<file path="config.mk">
export PLATFORM = sky130hd
export DESIGN_NAME = i2c_temp_target
export DESIGN_NICKNAME = d
export VERILOG_FILES = /design/src/rtl/i2c_pkg.sv /design/src/rtl/i2c_bus_sync.sv /design/src/rtl/i2c_temp_target.sv
export SDC_FILE = /design/constraint.sdc
export NUM_CORES = 1
export LEC_CHECK = 0
export CORE_MARGIN = 2
export CORE_UTILIZATION = 58
export CTS_BUF_LIST = sky130_fd_sc_hd__clkbuf_8
export DETAILED_ROUTE_END_ITERATION = 10
export MAX_ROUTING_LAYER = met4
export PLACE_DENSITY = 0.9
export RECOVER_POWER = 25
export SKIP_LAST_GASP = 1
export SLEW_MARGIN = 20
export SYNTH_ARGS = -nofsm -noshare
export SYNTH_HDL_FRONTEND = slang
export SYNTH_HIERARCHICAL = 1
export SYNTH_SLANG_ARGS = --single-unit
</file>
<file path="constraint.sdc">
create_clock -name clk -period 2.4 [get_ports clk]
set_input_delay 0.36 -clock clk [delete_from_list [all_inputs] [get_ports clk]]
set_output_delay 0.36 -clock clk [all_outputs]
set_load 0.02 [all_outputs]
</file>
<file path="src/rtl/i2c_pkg.sv">
// Shared types and register map for the I2C temperature-sensor target.
package i2c_pkg;

    typedef enum logic [2:0] {
        S_IDLE,
        S_ADDR,
        S_ADDR_ACK,
        S_WR_DATA,
        S_WR_ACK,
        S_RD_DATA,
        S_RD_ACK
    } state_t;

    localparam logic [7:0] REG_TEMP_MSB = 8'h00;
    localparam logic [7:0] REG_TEMP_LSB = 8'h01;
    localparam logic [7:0] REG_ID       = 8'h0B;

    function automatic logic [7:0] reg_read(input logic [7:0]  p,
                                            input logic [15:0] shadow,
                                            input logic [7:0]  id);
        logic [7:0] r;
        case (p)
            REG_TEMP_MSB: r = shadow[15:8];
            REG_TEMP_LSB: r = shadow[7:0];
            REG_ID:       r = id;
            default:      r = 8'h00;
        endcase
        return r;
    endfunction

endpackage

</file>
<file path="src/rtl/i2c_bus_sync.sv">
// Brings raw SCL/SDA into the clk domain and flags SCL edges and START/STOP.
module i2c_bus_sync (
    input  logic clk,
    input  logic reset,
    input  logic scl_in,
    input  logic sda_in,
    output logic sda_s,
    output logic scl_rise,
    output logic scl_fall,
    output logic start_det,
    output logic stop_det
);

    logic [1:0] scl_sync_q, scl_sync_d;
    logic [1:0] sda_sync_q, sda_sync_d;
    logic       scl_hist_q, scl_hist_d;
    logic       sda_hist_q, sda_hist_d;
    logic       scl_s;

    always_comb begin
        scl_sync_d = {scl_sync_q[0], scl_in};
        sda_sync_d = {sda_sync_q[0], sda_in};
        scl_hist_d = scl_sync_q[1];
        sda_hist_d = sda_sync_q[1];
    end

    // Idle bus reads as both lines high, so everything resets to 1.
    always_ff @(posedge clk or posedge reset) begin
        if (reset) begin
            scl_sync_q <= '1;
            sda_sync_q <= '1;
            scl_hist_q <= 1'b1;
            sda_hist_q <= 1'b1;
        end else begin
            scl_sync_q <= scl_sync_d;
            sda_sync_q <= sda_sync_d;
            scl_hist_q <= scl_hist_d;
            sda_hist_q <= sda_hist_d;
        end
    end

    assign scl_s     = scl_sync_q[1];
    assign sda_s     = sda_sync_q[1];
    assign scl_rise  =  scl_s & ~scl_hist_q;
    assign scl_fall  = ~scl_s &  scl_hist_q;
    assign start_det =  scl_s & scl_hist_q &  sda_hist_q & ~sda_s;
    assign stop_det  =  scl_s & scl_hist_q & ~sda_hist_q &  sda_s;

endmodule

</file>
<file path="src/rtl/i2c_temp_target.sv">
// I2C target exposing a temperature register pair and an ID register.
module i2c_temp_target
    import i2c_pkg::*;
#(
    parameter logic [6:0] DEV_ADDR = 7'h4B,
    parameter logic [7:0] ID_VALUE = 8'hCB
) (
    input  logic        clk,
    input  logic        reset,
    input  logic        scl_in,
    input  logic        sda_in,
    output logic        sda_oe,
    input  logic [15:0] temp_value,
    output logic        busy,
    output logic        rd_byte_done,
    output logic [7:0]  ptr
);

    logic sda_s, scl_rise, scl_fall, start_det, stop_det;

    i2c_bus_sync u_sync (
        .clk       (clk),
        .reset     (reset),
        .scl_in    (scl_in),
        .sda_in    (sda_in),
        .sda_s     (sda_s),
        .scl_rise  (scl_rise),
        .scl_fall  (scl_fall),
        .start_det (start_det),
        .stop_det  (stop_det)
    );

    state_t      state_q, state_d;
    logic [3:0]  bit_cnt_q, bit_cnt_d;
    logic [7:0]  shift_q, shift_d;
    logic        rw_q, rw_d;
    logic [15:0] shadow_q, shadow_d;
    logic [7:0]  ptr_q, ptr_d;
    logic        sda_oe_q, sda_oe_d;
    logic        busy_q, busy_d;
    logic        rd_done_q, rd_done_d;
    logic        load_tx;
    logic [7:0]  rd_byte;

    always_comb begin
        state_d   = state_q;
        bit_cnt_d = bit_cnt_q;
        shift_d   = shift_q;
        rw_d      = rw_q;
        shadow_d  = shadow_q;
        ptr_d     = ptr_q;
        sda_oe_d  = sda_oe_q;
        busy_d    = busy_q;
        rd_done_d = 1'b0;
        load_tx   = 1'b0;
        rd_byte   = reg_read(ptr_q, shadow_q, ID_VALUE);

        if (stop_det) begin
            state_d  = S_IDLE;
            sda_oe_d = 1'b0;
            busy_d   = 1'b0;
        end else if (start_det) begin
            state_d   = S_ADDR;
            bit_cnt_d = '0;
            sda_oe_d  = 1'b0;
            busy_d    = 1'b0;
        end else begin
            case (state_q)
                S_IDLE: ;
                S_ADDR: if (scl_rise) begin
                    shift_d   = {shift_q[6:0], sda_s};
                    bit_cnt_d = bit_cnt_q + 4'd1;
                    if (bit_cnt_q == 4'd7) begin
                        if (shift_q[6:0] == DEV_ADDR) begin
                            state_d = S_ADDR_ACK;
                            busy_d  = 1'b1;
                            rw_d    = sda_s;
                        end else begin
                            state_d = S_IDLE;
                        end
                    end
                end
                // sda_oe doubles as the "ACK already driven" marker in both ACK states.
                S_ADDR_ACK: if (scl_fall) begin
                    if (!sda_oe_q) begin
                        sda_oe_d = 1'b1;
                        if (rw_q) shadow_d = temp_value;
                    end else if (rw_q) begin
                        state_d = S_RD_DATA;
                        load_tx = 1'b1;
                    end else begin
                        sda_oe_d  = 1'b0;
                        state_d   = S_WR_DATA;
                        bit_cnt_d = '0;
                    end
                end
                S_WR_DATA: if (scl_rise) begin
                    shift_d   = {shift_q[6:0], sda_s};
                    bit_cnt_d = bit_cnt_q + 4'd1;
                    if (bit_cnt_q == 4'd7) begin
                        ptr_d   = {shift_q[6:0], sda_s};
                        state_d = S_WR_ACK;
                    end
                end
                S_WR_ACK: if (scl_fall) begin
                    if (!sda_oe_q) begin
                        sda_oe_d = 1'b1;
                    end else begin
                        sda_oe_d  = 1'b0;
                        state_d   = S_WR_DATA;
                        bit_cnt_d = '0;
                    end
                end
                // bit_cnt counts bits already put on the bus; 0 means load the next byte.
                S_RD_DATA: if (scl_fall) begin
                    if (bit_cnt_q == 4'd0) begin
                        load_tx = 1'b1;
                    end else if (bit_cnt_q == 4'd8) begin
                        sda_oe_d  = 1'b0;
                        rd_done_d = 1'b1;
                        ptr_d     = ptr_q + 8'd1;
                        state_d   = S_RD_ACK;
                    end else begin
                        sda_oe_d  = ~shift_q[7];
                        shift_d   = {shift_q[6:0], 1'b0};
                        bit_cnt_d = bit_cnt_q + 4'd1;
                    end
                end
                S_RD_ACK: if (scl_rise) begin
                    if (!sda_s) begin
                        state_d   = S_RD_DATA;
                        bit_cnt_d = '0;
                    end else begin
                        state_d = S_IDLE;
                    end
                end
                default: state_d = S_IDLE;
            endcase

            if (load_tx) begin
                sda_oe_d  = ~rd_byte[7];
                shift_d   = {rd_byte[6:0], 1'b0};
                bit_cnt_d = 4'd1;
            end
        end
    end

    always_ff @(posedge clk or posedge reset) begin
        if (reset) begin
            state_q   <= S_IDLE;
            bit_cnt_q <= '0;
            shift_q   <= '0;
            rw_q      <= 1'b0;
            shadow_q  <= '0;
            ptr_q     <= '0;
            sda_oe_q  <= 1'b0;
            busy_q    <= 1'b0;
            rd_done_q <= 1'b0;
        end else begin
            state_q   <= state_d;
            bit_cnt_q <= bit_cnt_d;
            shift_q   <= shift_d;
            rw_q      <= rw_d;
            shadow_q  <= shadow_d;
            ptr_q     <= ptr_d;
            sda_oe_q  <= sda_oe_d;
            busy_q    <= busy_d;
            rd_done_q <= rd_done_d;
        end
    end

    assign sda_oe       = sda_oe_q;
    assign busy         = busy_q;
    assign rd_byte_done = rd_done_q;
    assign ptr          = ptr_q;

endmodule

</file>
==> summary by stage <==
Global routing
The largest net degree at the start of global routing is 40. The number of antenna violations at the first check in global routing was 0. The leftover overflow at the end of global routing is 0. Global routing consumed, over all layers together, a little over a quarter of the routing resources. The wire length of the first global-routing pass is ~11 mm.

The via count of the first global-routing pass is 2246.

Finish
The signed area change from the synthesized netlist to the final layout is 17.1%. The net total in the final layout is approximately 340. The proportion of layout cells with a drive suffix above 1 is 19.4%. 0 antenna diodes ended up in the layout.

Hold path
Counting instances, the worst hold path has a depth of 0. The class of the tightest hold or removal check is reg -> reg. The sink of the worst hold path is u_sync/sda_sync_q[1]. The hold path startpoint is u_sync/sda_sync_q[0].

Worst setup path
The internal reg-to-reg setup slack is approximately 0.16 ns. The largest individual stage delay along the critical path comes from the cell sky130_fd_sc_hd__dfrtp_1. In this run the critical register-to-register path is launched from bit_cnt_q[0]. The cell type group with the largest total delay on the critical path is simple AND/OR/NAND/NOR gates. The number of cells on the worst reg-to-reg path is 7. For the worst setup path, the data required time is around 2.6 ns. The critical path goes through inv_1, ha_1, nor3b_1, a32oi_2, nor3_1, a22oi_1, a21oi_1. The capture instance of the worst register-to-register path is shift_q[6]. The critical path is of the reg -> reg type. The signal arrival time at the worst endpoint is about 2.5 ns. The capturing element type of the critical path is a register.

The peak fanout along the critical path is 9. The largest single stage delay on the critical path is 0.43 ns. Counting both buffers and inverters, the worst setup path holds a total of 1. The kind of launch point of the worst setup path is a register.

Logic synthesis
Sequential cells were found to cover between 40% and 50% of the synthesized design area. The share of synthesized area in the top cell type comes to a little under two fifths. The async set-or-reset flop fraction in the synthesized netlist is 100%. Yosys attributes the largest share of cell area to sky130_fd_sc_hd__dfrtp_1 38%, sky130_fd_sc_hd__mux2_2 6.8%, sky130_fd_sc_hd__dfstp_2 5.6%, sky130_fd_sc_hd__o21ai_0 3.7%, sky130_fd_sc_hd__nor2_1 3.5%. Summing every instance area after synthesis gives 2810 sq um. The yosys synthesis warning count is 6. The count of flip-flops with a built-in enable after synthesis is 0. After synthesis the netlist holds a flip-flop and latch count of roughly 50.

The largest total area in the synthesized netlist belongs to sky130_fd_sc_hd__dfrtp_1. Synthesis produced a netlist with a net count of between 300 and 400. In the synthesized netlist, the number of instances is roughly 280.

Counting distinct cell types in the post-synthesis netlist gives 58. A synthesized cell averages approximately 10 sq um. In the synthesized netlist the dominant register cell turns out to be sky130_fd_sc_hd__dfrtp_1.

Floorplan
The floorplan has 25 rows. The floorplan step defined a die boundary enclosing ~5400 sq um. During I/O placement, the number of pins put on the boundary was 31.

The horizontal die dimension is between 70 and 80 microns. The total area inside the core boundary comes to between 4000 and 5000 sq um. The chip height is 73.6 microns. The initial utilization of the core area, before any placement, comes to 59.8%.

Detailed routing
The post-detailed-route DRC marker count is 0. The detailed-route vias per instance is around 6.4. The pre-antenna-repair detailed-routing pass consisted of 5 iterations.

Once detail routing completed, the nets flagged for antenna violations numbered 0. In the final routed layout, each cell accounts on average for approximately 17 microns. The final layout contains routed wiring with a total length of around 6.4 mm. The detailed router finished its first iteration with between 300 and 400 violations. The via count is between 2000 and 2500.

Run
The tool flagged a number of max-cap violations equal to 0.

Clocking
The tree built by TritonCTS fans out to 49 sinks. After clock tree synthesis, the clock-pin slew on the worst setup and hold paths is 0.09 ns. The clock reaches the later pin of the worst-skew pair after 0.30 ns. TritonCTS built the clock tree.

The hold buffer count at cts is 0. The H-tree was split into 2 levels. The number of CTS-inserted buffers is 5. The deepest clock path buffer count is 2. The root cell of the clock tree is sky130_fd_sc_hd__clkbuf_8.

STA
The actual transition at the worst max-transition pin is between 0.9 and 1 ns. The final period utilization is between 90% and 100%. The final count of negative-setup-slack endpoints is 0. The summed negative setup slack over all endpoints is 0 ns. Subtracting the final worst setup slack from the clock period gives 2.24 ns. The upper clock frequency limit is 0.446 GHz.

Clock skew on the completed layout was measured at between 0.005 and 0.006 ns. Setup repair after global routing left no endpoint under its margin. The worst pin sits at a relative slew slack of between 30% and 40%. The final max-slew violation count is 0.

The number of endpoints with negative hold slack in the final report is 0.

Pwr
The total power draw is roughly 0.0021 W. Summed over all cells, the static leakage comes to ~1.4 nW. The total power divided by cell area is 633 nW/um^2. The worst vdd rail ir drop is between 0.0005 and 0.0006 V.

Outcome
The run finished with clean final reports.

Place
The placed wire-length estimate after detailed placement is around 4.7 mm. Port buffering added 30 buffers. The congestion estimate from routability-driven global placement came to around 0.99.
==> layout by cell type, fill, tap and decap left out, types with 4 or more instances in the layout <==
master / netlist / final
sky130_fd_sc_hd__dfrtp_1: 43 / 43
sky130_fd_sc_hd__clkdlybuf4s50_1: 0 / 27
sky130_fd_sc_hd__nor2_1: 26 / 25
sky130_fd_sc_hd__o21ai_0: 21 / 21
sky130_fd_sc_hd__mux2_2: 17 / 17
sky130_fd_sc_hd__a21oi_1: 17 / 17
sky130_fd_sc_hd__buf_4: 3 / 15
sky130_fd_sc_hd__nand2_1: 11 / 11
sky130_fd_sc_hd__inv_1: 11 / 11
sky130_fd_sc_hd__a22oi_1: 10 / 10
sky130_fd_sc_hd__nand3_1: 8 / 8
sky130_fd_sc_hd__nand2b_1: 7 / 7
sky130_fd_sc_hd__nor3_1: 6 / 6
sky130_fd_sc_hd__nor2b_1: 7 / 6
sky130_fd_sc_hd__dfstp_2: 6 / 6
sky130_fd_sc_hd__a31oi_1: 5 / 5
sky130_fd_sc_hd__a221o_1: 5 / 5
sky130_fd_sc_hd__ha_1: 5 / 5
sky130_fd_sc_hd__clkbuf_8: 0 / 5
sky130_fd_sc_hd__a22o_1: 4 / 4
==> synth_stat cells, drive strengths merged, types with 4 or more instances <==
cell,number
dfrtp,43
nor2,26
o21ai,24
a21oi,19
mux2,17
nand2,14
buf,13
inv,11
a22oi,10
nand3,8
nand2b,7
nor2b,7
nor3,7
dfstp,6
a221o,5
a31oi,5
ha,5
a22o,4
nand3b,4
==> what timing repair did <==
| item | 4_1_cts | 5_1_grt |
|---|---|---|
| gates resized for setup | 0 | 2 |
| setup buffers | 0 | 0 |
| setup endpoints to repair | 0 | 21 |
==> where the power goes <==
part	internal [W]	switching (W)
clock	0.000207	0.000280
combinational	0.000255	0.000251
sequential	0.000944	0.000142
==> worst register-to-register path: stages (launching register included) <==
cell                      delay (ns)
sky130_fd_sc_hd__dfrtp_1        0.43
sky130_fd_sc_hd__inv_1          0.08
sky130_fd_sc_hd__ha_1           0.18
sky130_fd_sc_hd__nor3b_1        0.40
sky130_fd_sc_hd__a32oi_2        0.34
sky130_fd_sc_hd__nor3_1         0.43
sky130_fd_sc_hd__a22oi_1        0.16
sky130_fd_sc_hd__a21oi_1        0.17
==> layout make-up <==
cell class                      count  area, sq um
Clock buffer                        5         68.8
Multi-Input combinational cell    206         1440
Tap cell                           54         67.6
Inverter                           11         41.3
Fill cell                         337         1400
Timing Repair Buffer               46          418
Clock inverter                      3         21.3
Sequential cell                    49         1230
==> per-stage QoR <==
step	setup slack, ns	cell area, sq um	util [%]	hold WS, ns	cells
floorplan	0.312	2810	-	0.345	282
global placement	0.160	3200	68.1	0.348	366
detailed placement	0.118	3200	68.1	0.349	366
CTS	0.0473	3290	70.0	0.285	374
global route	0.0416	3290	70.1	0.372	374
finish	0.159	3290	70.1	0.362	374
==> cell families (layout without fill, tap and decap cells) <==
family / after synthesis / after routing / synth area share, %
adders and majority gates: 5 / 5 / 2.23
AOI/OAI and AO/OA: 89 / 89 / 22.6
and+or+nand+nor: 94 / 94 / 19.0
xor gates and xnor gates: 1 / 1 / 0.312
muxes: 17 / 17 / 6.82
DFF: 49 / 49 / 43.9
buffers and inverters: 27 / 65 / 5.04
==> how the worst max path moves through the flow <==
stage	slack (ns)	to	start	cells after the start
2_1_floorplan	0.31	shadow_q[0]	u_sync/sda_sync_q[1]	8
3_3_place_gp	0.16	shadow_q[9]	u_sync/sda_sync_q[1]	6
3_5_place_dp	0.12	shadow_q[9]	u_sync/sda_sync_q[1]	6
4_1_cts	0.05	shadow_q[9]	u_sync/sda_sync_q[1]	6
5_1_grt	0.04	bit_cnt_q[3]	u_sync/scl_sync_q[1]	7
6_report	0.16	shift_q[6]	bit_cnt_q[0]	7
==> per-layer routing <==
| layer | track usage [%] | wire [microns] |
|---|---|---|
| met4 | 8.89 | 104 |
| met3 | 4.66 | 382 |
| met1 | 36.2 | 2820 |
| met5 | - | 0 |
| met2 | 41.0 | 3120 |
==> registers in the layout, indices dropped and copies added (netlist names), 2 cells and up <==
| name | cells |
|---|---|
| bit_cnt_q | 4 |
| ptr | 8 |
| shadow_q | 16 |
| shift_q | 8 |
| state_q | 3 |
| u_sync/scl_sync_q | 2 |
| u_sync/sda_sync_q | 2 |
No activity file was read; power rests on OpenSTA's default activity.
